**src/rtl/add_pkg.sv**
```systemverilog
// Shared types and helpers for the nibble-serial adder controller.
package add_pkg;

    typedef enum logic [1:0] {
        IDLE,
        RUN,
        DONE
    } state_t;

    localparam int NIB_W = 4;

    // Index width for a counter over n steps; never narrower than one bit.
    function automatic int clog2_safe(input int n);
        return (n <= 1) ? 1 : $clog2(n);
    endfunction

endpackage

```
**src/rtl/add4_slice.sv**
```systemverilog
// Combinational 4-bit ripple-carry adder slice, reused once per nibble step.
module add4_slice (
    input  logic [3:0] x,
    input  logic [3:0] y,
    input  logic       ci,
    output logic [3:0] s,
    output logic       co
);

    logic [4:0] carry;

    assign carry[0] = ci;

    generate
        for (genvar gi = 0; gi < 4; gi++) begin : g_fa
            assign s[gi]       = x[gi] ^ y[gi] ^ carry[gi];
            assign carry[gi+1] = (x[gi] & y[gi]) | (carry[gi] & (x[gi] ^ y[gi]));
        end
    endgenerate

    assign co = carry[4];

endmodule

```
**src/rtl/nibble_serial_add_ctrl.sv**
```systemverilog
// WIDTH-bit adder built by stepping a single 4-bit slice over the operands,
// LSB nibble first, with the carry chained through a register.
module nibble_serial_add_ctrl
    import add_pkg::*;
#(
    parameter int WIDTH = 16
) (
    input  logic             clk,
    input  logic             rst,
    input  logic             in_valid,
    output logic             in_ready,
    input  logic [WIDTH-1:0] a,
    input  logic [WIDTH-1:0] b,
    input  logic             c_in,
    output logic             out_valid,
    input  logic             out_ready,
    output logic [WIDTH-1:0] sum,
    output logic             c_out
);

    localparam int NIB   = WIDTH / NIB_W;
    localparam int IDX_W = clog2_safe(NIB);

    generate
        if ((WIDTH % NIB_W) != 0 || WIDTH < 8) begin : g_bad_width
            $error("nibble_serial_add_ctrl: WIDTH must be a multiple of 4 and at least 8");
        end
    endgenerate

    state_t           state_reg;
    logic [IDX_W-1:0] idx_reg;
    logic             carry_reg;
    logic [WIDTH-1:0] a_reg;
    logic [WIDTH-1:0] b_reg;
    logic [WIDTH-1:0] sum_reg;
    logic             c_out_reg;

    logic [NIB_W-1:0] a_nib [NIB];
    logic [NIB_W-1:0] b_nib [NIB];

    generate
        for (genvar gi = 0; gi < NIB; gi++) begin : g_nib
            assign a_nib[gi] = a_reg[gi*NIB_W +: NIB_W];
            assign b_nib[gi] = b_reg[gi*NIB_W +: NIB_W];
        end
    endgenerate

    logic [NIB_W-1:0] slice_s;
    logic             slice_co;
    logic             last_step;

    add4_slice u_slice (
        .x  (a_nib[idx_reg]),
        .y  (b_nib[idx_reg]),
        .ci (carry_reg),
        .s  (slice_s),
        .co (slice_co)
    );

    assign last_step = (idx_reg == IDX_W'(NIB - 1));

    always_ff @(posedge clk) begin
        if (rst) begin
            state_reg <= IDLE;
            idx_reg   <= '0;
            carry_reg <= 1'b0;
            a_reg     <= '0;
            b_reg     <= '0;
            sum_reg   <= '0;
            c_out_reg <= 1'b0;
        end else begin
            case (state_reg)
                IDLE: begin
                    if (in_valid) begin
                        a_reg     <= a;
                        b_reg     <= b;
                        carry_reg <= c_in;
                        sum_reg   <= '0;
                        idx_reg   <= '0;
                        state_reg <= RUN;
                    end
                end
                RUN: begin
                    sum_reg[idx_reg*NIB_W +: NIB_W] <= slice_s;
                    carry_reg <= slice_co;
                    if (last_step) begin
                        c_out_reg <= slice_co;
                        idx_reg   <= '0;
                        state_reg <= DONE;
                    end else begin
                        idx_reg <= idx_reg + IDX_W'(1);
                    end
                end
                DONE: begin
                    // Result stays put until the consumer takes it; new operands wait for IDLE.
                    if (out_ready) begin
                        state_reg <= IDLE;
                    end
                end
                default: begin
                    state_reg <= IDLE;
                end
            endcase
        end
    end

    assign in_ready  = (state_reg == IDLE);
    assign out_valid = (state_reg == DONE);
    assign sum       = sum_reg;
    assign c_out     = c_out_reg;

endmodule

```
**config.mk**
```make
export PLATFORM = sky130hd
export DESIGN_NAME = nibble_serial_add_ctrl
export DESIGN_NICKNAME = d
export VERILOG_FILES = /design/src/rtl/add_pkg.sv /design/src/rtl/add4_slice.sv /design/src/rtl/nibble_serial_add_ctrl.sv
export SDC_FILE = /design/constraint.sdc
export NUM_CORES = 1
export LEC_CHECK = 0
export ABC_AREA = 1
export BUFFER_PORTS_ARGS = -buffer_cell sky130_fd_sc_hd__buf_2
export CAP_MARGIN = 15
export CELL_PAD_IN_SITES_DETAIL_PLACEMENT = 1
export CELL_PAD_IN_SITES_GLOBAL_PLACEMENT = 1
export CORE_ASPECT_RATIO = 0.5
export CORE_UTILIZATION = 34
export CTS_CLUSTER_DIAMETER = 80
export DETAILED_ROUTE_END_ITERATION = 16
export MAX_ROUTING_LAYER = met4
export PLACE_DENSITY_LB_ADDON = 0.1
export SLEW_MARGIN = 20
export SYNTH_ARGS = -nofsm -noshare
export SYNTH_HDL_FRONTEND = slang
export SYNTH_HIERARCHICAL = 1
export SYNTH_SLANG_ARGS = --single-unit
```
**constraint.sdc**
```tcl
create_clock -name clk -period 3.1 [get_ports clk]
set_clock_uncertainty 0.2 [all_clocks]
set_input_delay 0.775 -clock clk [delete_from_list [all_inputs] [get_ports clk]]
set_output_delay 0.775 -clock clk [all_outputs]
set_load 0.01 [all_outputs]
```
==> out/metrics.cfg, run 1 <==
[status]
outcome = finished, final reports clean

[logic_synthesis]
synth_top_area_share_pct = 43.1
ys_seq_area_share_pct = 43.1
syn-instance-count = 345
synthTopCellsByArea = dfxtp_1 43%, nand2_1 14%, a21oi_1 11%
yosysTopAreaCell = dfxtp_1
ys.flop_type = dfxtp_1
syn-num-nets = 392
synth.most_common_cell = nand2_1
synth_area_sq_um = 2510
ys_top_cells_by_count = 95 x nand2_1, 54 x dfxtp_1, 53 x a21oi_1
synth_cell_types = 19
ys_warn_count = 6
synth_edf_count = 0
avgSynthCellArea_sq_um = 7.27
synth-async-reset-ratio_pct = 0
ys_ff_latch = 54

[drt]
drc_errors = 0
viasPerCell = 4.91
drt-total-wl_um = 6670
first_iter_violations = 89
via_count = 2389
drtPass1Iterations = 4
antenna_violating_nets_post_route = 0
wl_per_cell_um = 13.7

[worst_setup_path]
crit_slowest_cell = fa_1
cp_top_family = adder cells
critPathMaxStageDelay_ns = 0.43
crit_arrival_ns = 3.01
path_max_fanout = 7
worstPathCellList = o21ai_0 -> o22ai_2 -> fa_2 -> inv_2 -> fa_2 -> inv_1 -> fa_2 -> inv_2 -> fa_1 -> inv_2 -> nand3_1 -> nor2_1 -> nand2_1 -> a21oi_2
cp.depth = 14
worstPathRequired_ns = 3.12
reg2reg_depth = 14
startpoint_type = flip-flop
worst-setup-path-type = flip-flop to flip-flop
crit_path_end_kind = flip-flop
cp_num_buf_inv = 4

[clock_network]
cts.clk_slew.worst_paths_ns = 0.07
cts-htree-levels = 2
clkLatencyLatePin_ns = 0.29
cts_sinks = 54
numCtsBuffers = 5
cts_tree = built
cts-hold-fix-buffers = 0
root_buffer = clkbuf_16
cts_buffer_depth = 2

[floorplan]
row_count = 21
initial_core_util_pct = 36.3
dieHeight_um = 62.7
chipWidth_um = 123
die_area_sq_um = 7750
io_pins = 56
design.core.area_sq_um = 6910

[timing]
maxSlewViolCount = 0
hold_ws_ns = 0.263
finalCritPeriodShare_pct = 96.6
finalCriticalPeriod_ns = 3.00
max_slew_margin_pct = 33.9
finalWorstSetupSlack_ns = 0.104
hold_viol = 0
setup_viol = 0
fmaxAchievable_ghz = 0.334
worstMarginPinSlew_ns = 0.991

[final_layout]
fin_util_pct = 44.1
area_growth_pct = 21.6
drive_gt1_share_pct = 22.5
diodes = 0
final_net_count = 441

[placement]
place_ws_ns = -0.164
gp_congestion = 0.784
place_hpwl_um = 4750
io_buffers = 55

[power_and_ir_drop]
power.internal_uw = 1210
p_comb_share_pct = 15.9
switching_share_pct = 26.4
ir_drop_v = 0.000220
seq_power_share_pct = 45.8
cellPowerDensity_nw_per_um2 = 538
power.share.clock_pct = 38.3
p_leak_uw = 0.00132
p_sw_uw = 434

[min_path]
hold_path_class = flip-flop to flip-flop
whs_path_depth = 2

[global_routing]
grt_start_max_net_pins = 55
antenna_found_initial = 0
overflow = 0
first_global_vias = 2518
grt_use_total_pct = 19.6
grt_pass1_wl_um = 11600

[run]
maxCapViolations = 0

==> what timing repair did <==
item,4_1_cts,5_1_grt
pin swaps,0,6
buffers inserted,0,1
setup endpoints to repair,4,4
resized for setup,3,22
==> placed cells by master, fill, tap and decap left out, types with 2 or more instances in the layout <==
cell type and n:
nand2_1 95, buf_2 55, a21oi_1 52, dfxtp_1 52, nor2_1 30, nand3_1 25
inv_1 18, o21ai_0 14, buf_4 7, o22ai_1 6, ha_1 6, inv_2 5
clkbuf_16 5, nand4_1 4, fa_2 3, o22ai_2 2, clkbuf_1 2, dfxtp_4 2
==> stage by stage <==
| step | total power, uW | cell area, sq um | TNS, ns | std cells |
|---|---|---|---|---|
| floorplan | 932 | 2510 | 0 | 345 |
| global placement | 1000 | 2820 | 0 | 478 |
| detailed placement | 1010 | 2820 | -0.353 | 478 |
| CTS | 1640 | 2990 | 0 | 486 |
| global route | 1740 | 3050 | -0.0512 | 487 |
| finish | 1640 | 3050 | 0 | 487 |
==> kinds of logic (layout without fill, tap and decap cells) <==
logic type	Yosys count	in the layout	share of synthesized area, %
compound gates	78	78	16.0
fa+ha+maj	10	10	6.18
buf+inv	46	96	9.03
flops	54	54	43.1
simple gates	157	157	25.7
==> area by class of cell <==
| type | count | area [sq um] |
|---|---|---|
| Tap cell | 92 | 115 |
| Clock inverter | 1 | 30.0 |
| Inverter | 25 | 103 |
| Timing Repair Buffer | 63 | 339 |
| Multi-Input combinational cell | 245 | 1240 |
| Clock buffer | 7 | 133 |
| Sequential cell | 54 | 1090 |
| Fill cell | 896 | 3860 |
==> path summary, 6_finish.rpt <==
check / slack, ns / start / endpoint
worst max register to register: 0.10 / idx_reg[0]$_SDFFE_PP0P_ / sum[11]$_SDFFE_PP0P_
worst min register to register: 0.26 / c_out$_SDFFE_PP0P_ / c_out$_SDFFE_PP0P_
worst max-delay path: 0.10 / idx_reg[0]$_SDFFE_PP0P_ / sum[11]$_SDFFE_PP0P_
worst min-delay path: 0.26 / c_out$_SDFFE_PP0P_ / c_out$_SDFFE_PP0P_
==> metal layers <==
layer | track usage, % | vias to the layer above | routed length, um
met1 | 25.9 | 1130 | 3440
met5 | - | - | 0
met2 | 30.2 | 39 | 2920
li1 | - | 1212 | -
met4 | 4.67 | 0 | 62
met3 | 4.47 | 8 | 241
==> power by group through the flow <==
stage | clock (uW) | combinational, uW | sequential (uW)
after global placement | 0 | 236 | 766
after floorplan | 0 | 174 | 758
after global routing | 680 | 300 | 757
after CTS | 646 | 245 | 751
final | 628 | 262 | 752
after detailed placement | 0 | 245 | 766
==> tightest hold or removal path: stages, from the launching register on <==
cell and delay, ns:
dfxtp_1 0.31, nand2_1 0.06, a21oi_1 0.05
No activity file was read; power rests on OpenSTA's default activity.
==> inputs of run 2 (changes only) <==
--- a/config.mk
+++ b/config.mk
@@ -6,14 +6,14 @@
 export NUM_CORES = 1
 export LEC_CHECK = 0
 export ABC_AREA = 1
-export BUFFER_PORTS_ARGS = -buffer_cell sky130_fd_sc_hd__buf_2
 export CAP_MARGIN = 15
 export CELL_PAD_IN_SITES_DETAIL_PLACEMENT = 1
 export CELL_PAD_IN_SITES_GLOBAL_PLACEMENT = 1
 export CORE_ASPECT_RATIO = 0.5
-export CORE_UTILIZATION = 34
+export CORE_UTILIZATION = 40
 export CTS_CLUSTER_DIAMETER = 80
 export DETAILED_ROUTE_END_ITERATION = 16
+export DONT_BUFFER_PORTS = 1
 export MAX_ROUTING_LAYER = met4
 export PLACE_DENSITY_LB_ADDON = 0.1
 export SLEW_MARGIN = 20
==> run 2 against run 1 <==
  * Register-to-register slack better by 0.04 ns
  * Via count decreased by 8.6%
  * Critical path depth unchanged
  * Global-route usage is 1.7 points higher
  * Setup slack gained 0.037 ns
  * Highest routed layer unchanged
  * Sequential cell count unchanged
  * Routed wire length down 4.9%
  * Power is 8.1% lower
==> out/metrics.cfg, run 2 (synthesis results as in run 1) <==
[status]
outcome = finished, final reports clean

[worst_setup_path]
crit_arrival_ns = 2.99  ; -0.02 ns
worst-setup-path-type = flip-flop to flip-flop
path_max_fanout = 6  ; -1
worstPathRequired_ns = 3.13  ; about the same
startpoint_type = flip-flop
crit_path_end_kind = flip-flop
reg2reg_slack_ns = 0.14  ; +0.04 ns

[floorplan]
chipWidth_um = 114  ; -7.7%
die_area_sq_um = 6610  ; -15%
row_count = 19  ; -9.5%
design.core.area_sq_um = 5750  ; -17%
initial_core_util_pct = 43.6  ; +7.3 points
dieHeight_um = 58  ; -7.6%
io_pins = 56  ; unchanged

[drt]
via_count = 2184  ; -8.6%
met1_length_um = 3250  ; -5.8%
drtPass1Iterations = 4  ; unchanged
antenna_violating_nets_post_route = 0  ; unchanged
drt-total-wl_um = 6340  ; -4.9%
wl_met2_um = 2760  ; -5.5%
viasPerCell = 5.18  ; +5.5%
drc_errors = 0  ; unchanged
wl_per_cell_um = 15.0  ; +9.8%
wl_met3_um = 307  ; +27%
first_iter_violations = 78  ; -12%
top_layer = met4

[final_layout]
drive_gt1_share_pct = 9.76  ; -13 points
area_growth_pct = 8.43
fin_util_pct = 47.3  ; +3.1 points
final_area_sq_um = 2720  ; -11%
diodes = 0  ; unchanged
final_cell_mix = 95 x nand2_1, 52 x a21oi_1, 52 x dfxtp_1
final_net_count = 385  ; -13%
final_common_cell = nand2_1

[placement]
place_hpwl_um = 4510  ; -5.0%
io_buffers = 0  ; -100%
dpl_cell_area_sq_um = 2530  ; -10%
gp_congestion = 0.795  ; +1.4%

[clock_network]
root_buffer = clkbuf_16
cts_sinks = 54  ; unchanged
clkLatencyLatePin_ns = 0.29  ; about the same
numCtsBuffers = 5  ; unchanged
cts_buffer_depth = 2  ; unchanged
cts.clk_slew.worst_paths_ns = 0.07  ; about the same
cts_tree = built
cts-htree-levels = 2  ; unchanged
cts_setup_buffers = 0  ; unchanged
cts-hold-fix-buffers = 0  ; unchanged

[global_routing]
overflow = 0  ; unchanged
grt_start_max_net_pins = 55  ; unchanged
grt_use_total_pct = 21.3  ; +1.7 points
antenna_found_initial = 0  ; unchanged
grt_pass1_wl_um = 10600  ; -9.0%
first_global_vias = 2175  ; -14%

[timing]
setup_viol = 0  ; unchanged
max_slew_margin_pct = 72.3  ; +38 points
finalCritPeriodShare_pct = 95.4  ; -1.2 points
fmaxAchievable_ghz = 0.338  ; +1.3%
finalCriticalPeriod_ns = 2.96  ; -0.0374 ns
hold_viol = 0  ; unchanged
worstMarginPinSlew_ns = 0.416  ; -0.575 ns
maxSlewViolCount = 0  ; unchanged

[power_and_ir_drop]
ir_drop_v = 0.000234  ; +6.1%
p_leak_uw = 0.00106  ; -20%
cellPowerDensity_nw_per_um2 = 555  ; +3.1%

[min_path]
hold_path_class = flip-flop to flip-flop

[run]
maxCapViolations = 0  ; unchanged

## run 2: critical path, cell delays in order, from the launching register on
cell and delay (ns):
dfxtp_4 0.37, o21ai_0 0.23, o22ai_2 0.13, fa_2 0.35, inv_1 0.07, fa_1 0.15
inv_1 0.05, fa_1 0.37, inv_2 0.07, fa_1 0.44, inv_2 0.09, nand3_1 0.08
nor2_1 0.12, nand2_1 0.08, a21oi_2 0.11
## run 2: metrics by stage
step	instances	TNS (ns)	setup WS (ns)	total power, uW	hold slack, ns
2_1_floorplan	345	0	0.0446	932	0.240
3_3_place_gp	415	0	0.116	966	0.250
3_5_place_dp	415	-0.0422	-0.0422	975	0.253
4_1_cts	422	0	0.0449	1510	0.265
5_1_grt	422	-0.00994	-0.00994	1590	0.276
6_report	422	0	0.142	1510	0.264
## run 2: per-layer routing
metal / vias up / global-route usage [%]
met5: - / -
met4: 0 / 5.01
met3: 5 / 5.54
met2: 48 / 33.3
met1: 1031 / 27.9
li1: 1100 / -
## run 2: layout make-up
type	instances	area, sq um
well taps	84	105
clock buffers	5	125
inverters	25	97.6
clock inverters	2	10.0
flip-flops and latches	54	1090
fillers	767	3030
multi-input cells	245	1240
repair buffers	7	56.3
## run 2: power by group
| part | leakage, uW | switching, uW | internal [uW] | total (uW) |
|---|---|---|---|---|
| combinational | 0.000545 | 143 | 75.5 | 219 |
| clock | 0.0000694 | 246 | 292 | 539 |
| sequential | 0.000443 | 26.3 | 726 | 753 |
| total | 0.00106 | 416 | 1090 | 1510 |
## run 2: path summary, 6_finish.rpt
kind / startpoint / end / cells past startpoint
max: idx_reg[0]$_SDFFE_PP0P_ / sum[11]$_SDFFE_PP0P_ / 14
min: b_reg[10]$_SDFFE_PP0P_ / b_reg[10]$_SDFFE_PP0P_ / 2
max reg2reg: idx_reg[0]$_SDFFE_PP0P_ / sum[11]$_SDFFE_PP0P_ / 14
min reg2reg: b_reg[10]$_SDFFE_PP0P_ / b_reg[10]$_SDFFE_PP0P_ / 2
## run 2: repair_timing
action,4_1_cts,5_1_grt
gates resized for setup,2,20
endpoints found under the setup margin,3,4
pin swaps,0,2
